==> src/rtl/sar_search.sv <==
// sar_search: successive-approximation search controller.
// Drives probe into a comparator, walks MSB-first, exits early on eq.
module sar_search #(
  parameter int WIDTH = 4
) (
  input  logic             clk,
  input  logic             rst_n,
  input  logic             start,
  input  logic             cmp_gt,
  input  logic             cmp_lt,
  input  logic             cmp_eq,
  output logic [WIDTH-1:0] probe,
  output logic             busy,
  output logic             done,
  output logic             err,
  output logic [WIDTH-1:0] result
);

  localparam int IW = $clog2(WIDTH);
  localparam logic [IW-1:0] TOP = IW'(WIDTH - 1);
  localparam logic [IW-1:0] ONE = IW'(1);
  localparam logic [WIDTH-1:0] MSB = {1'b1, {(WIDTH-1){1'b0}}};
  localparam logic [WIDTH-1:0] LSB = {{(WIDTH-1){1'b0}}, 1'b1};

  typedef enum logic {
    IDLE,
    SEARCH
  } state_t;

  state_t           state;
  logic [IW-1:0]    idx;
  logic [WIDTH-1:0] bit_k;
  logic [WIDTH-1:0] next_probe;
  logic             one_hot;

  // Trial bit under test and the probe for the next lower bit.
  always_comb begin
    one_hot    = $onehot({cmp_gt, cmp_lt, cmp_eq});
    bit_k      = LSB << idx;
    next_probe = (probe & ~bit_k) | (bit_k >> 1);
    if (cmp_gt) next_probe = probe | (bit_k >> 1);
  end

  // Search FSM; every output is registered here.
  always_ff @(posedge clk or negedge rst_n) begin
    if (!rst_n) begin
      state  <= IDLE;
      probe  <= '0;
      busy   <= 1'b0;
      done   <= 1'b0;
      err    <= 1'b0;
      result <= '0;
      idx    <= TOP;
    end else begin
      unique case (state)
        IDLE: begin
          done <= 1'b0;
          err  <= 1'b0;
          if (start) begin
            probe <= MSB;
            idx   <= TOP;
            busy  <= 1'b1;
            state <= SEARCH;
          end
        end
        SEARCH: begin
          done <= 1'b0;
          err  <= 1'b0;
          if (!one_hot) begin
            result <= probe;
            err    <= 1'b1;
            done   <= 1'b1;
            busy   <= 1'b0;
            state  <= IDLE;
          end else if (cmp_eq) begin
            result <= probe;
            done   <= 1'b1;
            busy   <= 1'b0;
            state  <= IDLE;
          end else if (idx != '0) begin
            probe <= next_probe;
            idx   <= idx - ONE;
          end else if (cmp_lt) begin
            result <= {probe[WIDTH-1:1], 1'b0};
            done   <= 1'b1;
            busy   <= 1'b0;
            state  <= IDLE;
          end else begin
            // gt on the last bit cannot come from a sane comparator
            result <= probe;
            err    <= 1'b1;
            done   <= 1'b1;
            busy   <= 1'b0;
            state  <= IDLE;
          end
        end
      endcase
    end
  end

endmodule

==> config.mk <==
export PLATFORM = sky130hd
export DESIGN_NAME = sar_search
export DESIGN_NICKNAME = d
export VERILOG_FILES = /design/src/rtl/sar_search.sv
export SDC_FILE = /design/constraint.sdc
export NUM_CORES = 1
export LEC_CHECK = 0
export ABC_AREA = 0
export CELL_PAD_IN_SITES_DETAIL_PLACEMENT = 0
export CELL_PAD_IN_SITES_GLOBAL_PLACEMENT = 2
export CORE_AREA = 5 5 54 56
export CTS_BUF_LIST = sky130_fd_sc_hd__clkbuf_8
export DETAILED_ROUTE_END_ITERATION = 7
export DIE_AREA = 0 0 59 61
export GPL_ROUTABILITY_DRIVEN = 0
export GPL_TIMING_DRIVEN = 0
export PLACE_DENSITY = 0.85
export SYNTH_ARGS = -nofsm -noshare
export SYNTH_HDL_FRONTEND = slang
export SYNTH_SLANG_ARGS = --single-unit
==> constraint.sdc <==
create_clock -name clk -period 2.2 [get_ports clk]
set_input_delay 0.44 -clock clk [delete_from_list [all_inputs] [get_ports clk]]
set_output_delay 0.44 -clock clk [all_outputs]
set_load 0.02 [all_outputs]
==> reports/metrics.cfg <==
[global_route]
grt_usage_pct = 9.01
grt_max_degree = 15
grt_pass1_vias = 527
grt_pass1_wl_mm = 2.37
grt_overflow = 0
antenna_found_initial = 0

[logic_synthesis]
yosysUniqueCellTypes = 26
synth.top_cell.area_share_pct = 41.1
yosysTopAreaCell = dfrtp_1
yosysSeqAreaShare_pct = 48.3
synth_nets = 77
synth_area_leaders = dfrtp_1, dfstp_2, ha_1
synthCells = 66
ys_ff_latch = 14
syn_area_um2 = 731
yosys_warnings = 0
syn_avg_cell_area_um2 = 11.1

[routing]
wl_per_cell_um = 13.0
drcViolationCount = 0
drtIter0Drc = 4
ant_nets = 0
via_count = 553
viasPerCell = 4.65
drt_first_pass_iters = 4
wl_mm = 1.55

[worst_setup_path]
startpoint_type = primary input
crit_buf_inv = 1
endpoint_kind = flop
critPathRequiredTime_ns = 2.32
cpPeakStageDelay_ns = 0.57
critPathKind = primary input to flop
crit_family = simple AND/OR/NAND/NOR gates
slowest_stage = fa_2
critPathMaxFanout = 5
worstPathArrival_ns = 2.25
crit_chain = dlygate4sd2_1, fa_2, or4b_4, nand2_4, mux2_4

[sta]
skew_ns = 0.00348
slew_viol_final = 0
maxSlewHeadroom_pct = 57.8
rsz0062_at_grt = no
setup_viol = 0
fmax_mhz = 470
worst_pin_slew_ns = 0.631
post-route-period-util_pct = 96.8
final-hold-violation-count = 0
finalSetupTns_ns = 0
period_minus_slack_ns = 2.13

[clocking]
cts_max_level = 1
cts_hold_buf = 0
clockRootBuffer = clkbuf_8
cts_tree = yes
numCtsBuffers = 3
cts_max_path_buffers = 2
insertion_delay_ns = 0.24
clock-sinks = 14
cts.clk_slew.worst_paths_ns = 0.06

[die]
pin_count = 17
die_y_um = 61
die-area_mm2 = 0.00360
core_mm2 = 0.00239
rows = 18
die-width_um = 59
start_util_pct = 30.6

[worst_hold_path]
hp-class = flop to flop

[run]
max-cap-violations = 0

[placed_design]
hpwlAfterDp_mm = 1.12
dp.cells = 112
numPortBuffers = 16

[outcome]
status = complete, no violations

[finish]
areaGrowthSynthToFinish_pct = 37.5
drive_gt1_share_pct = 18.0
stdcell_count = 119
n_antenna_cell = 0
nets = 101
finish.utilization_pct = 42.1

[power_and_ir_drop]
p_leak_nw = 0.462
vdd_drop_max_v = 0.000344
pwr_density_cell_mw_per_mm2 = 741

[through the flow]
step	setup WS, ns	area, um2	power (mW)	hold WS (ns)
finish	0.0705	1000	0.744	0.495
global route	0.0378	1000	0.780	0.522
CTS	0.0748	1000	0.754	0.499
detailed placement	-0.507	928	0.497	0.485
global placement	-0.486	928	0.492	0.482
floorplan	0.144	731	0.419	0.144
[worst paths after layout]
check | from | end | slack (ns) | cells past startpoint
setup / recovery | cmp_gt | result[3] | 0.07 | 5
hold / removal | result[0] | result[0] | 0.50 | 1
setup reg to reg | idx[0] | result[3] | 0.16 | 5
hold reg to reg | result[0] | result[0] | 0.50 | 1
max in group asynchronous | rst_n | probe[3] | 1.20 | 1
min in group asynchronous | rst_n | result[2] | 0.59 | 1
[timing repair]
action	4_1_cts	5_1_grt
buffers inserted	3	0
setup endpoints to repair	8	0
resized for setup	4	0
[sequential cells by signal, indices dropped and copies added (netlist names)]
name and cells:
probe 4, idx 2, result 4, state 1, done 1, err 1, busy 1
[routing by layer]
| layer | global-route usage, % | wire length, um | vias to the layer above |
|---|---|---|---|
| li1 | - | - | 273 |
| met5 | 0 | 0 | - |
| met2 | 15.0 | 728 | 12 |
| met3 | 1.91 | 64 | 2 |
| met1 | 10.9 | 736 | 266 |
| met4 | 4.85 | 21 | 0 |
[layout by cell type, fill, tap and decap left out]
master,netlist,layout
clkdlybuf4s50_1,0,13
dfrtp_1,12,12
inv_1,8,8
nor2_1,6,6
nand2_1,5,5
ha_1,4,4
clkbuf_8,0,4
mux2_4,3,3
a21oi_1,3,3
dlygate4sd2_1,0,3
buf_4,0,3
clkbuf_1,2,2
o21ai_0,2,2
nor3_1,2,2
o311ai_1,2,2
a32oi_1,2,2
dfstp_2,2,2
nor4b_4,1,1
or2b_1,1,1
o31a_1,1,1
or4b_4,1,1
nand2_4,1,1
xnor2_1,1,1
nand3_1,1,1
a32o_1,1,1
nand2b_1,1,1
a31oi_1,1,1
o31ai_1,1,1
o21ai_1,1,1
fa_2,0,1
[power by group]
part           internal (mW)  switching [mW]  leakage (nW)
combinational         0.0921          0.0986         0.262
clock                  0.158          0.0875        0.0288
sequential             0.288          0.0198         0.171
[cell families after synthesis]
kind of cell / after synthesis / synth area share, %
compound gates: 14 / 13.4
xor+xnor: 1 / 1.20
fa+ha+maj: 5 / 9.59
buf+inv: 10 / 5.14
flops: 14 / 48.3
mux: 3 / 6.16
simple gates: 19 / 16.3
[synth_stat cells, drive strengths merged]
| master | instances |
|---|---|
| dfrtp | 12 |
| inv | 8 |
| nand2 | 6 |
| nor2 | 6 |
| ha | 4 |
| a21oi | 3 |
| mux2 | 3 |
| o21ai | 3 |
| a32oi | 2 |
| clkbuf | 2 |
| dfstp | 2 |
| nor3 | 2 |
| o311ai | 2 |
| a31oi | 1 |
| a32o | 1 |
| fa | 1 |
| nand2b | 1 |
| nand3 | 1 |
| nor4b | 1 |
| o31a | 1 |
| o31ai | 1 |
| or2b | 1 |
| or4b | 1 |
| xnor2 | 1 |
[cell type report]
class	count	area, um2
buffer	2	7.51
clock buffer	4	55.1
fill	246	1380
inverter	8	30.0
multi-input combinational	42	343
sequential	14	353
tap	30	37.5
timing repair buffer	19	179
No activity file was read; power rests on OpenSTA's default activity.
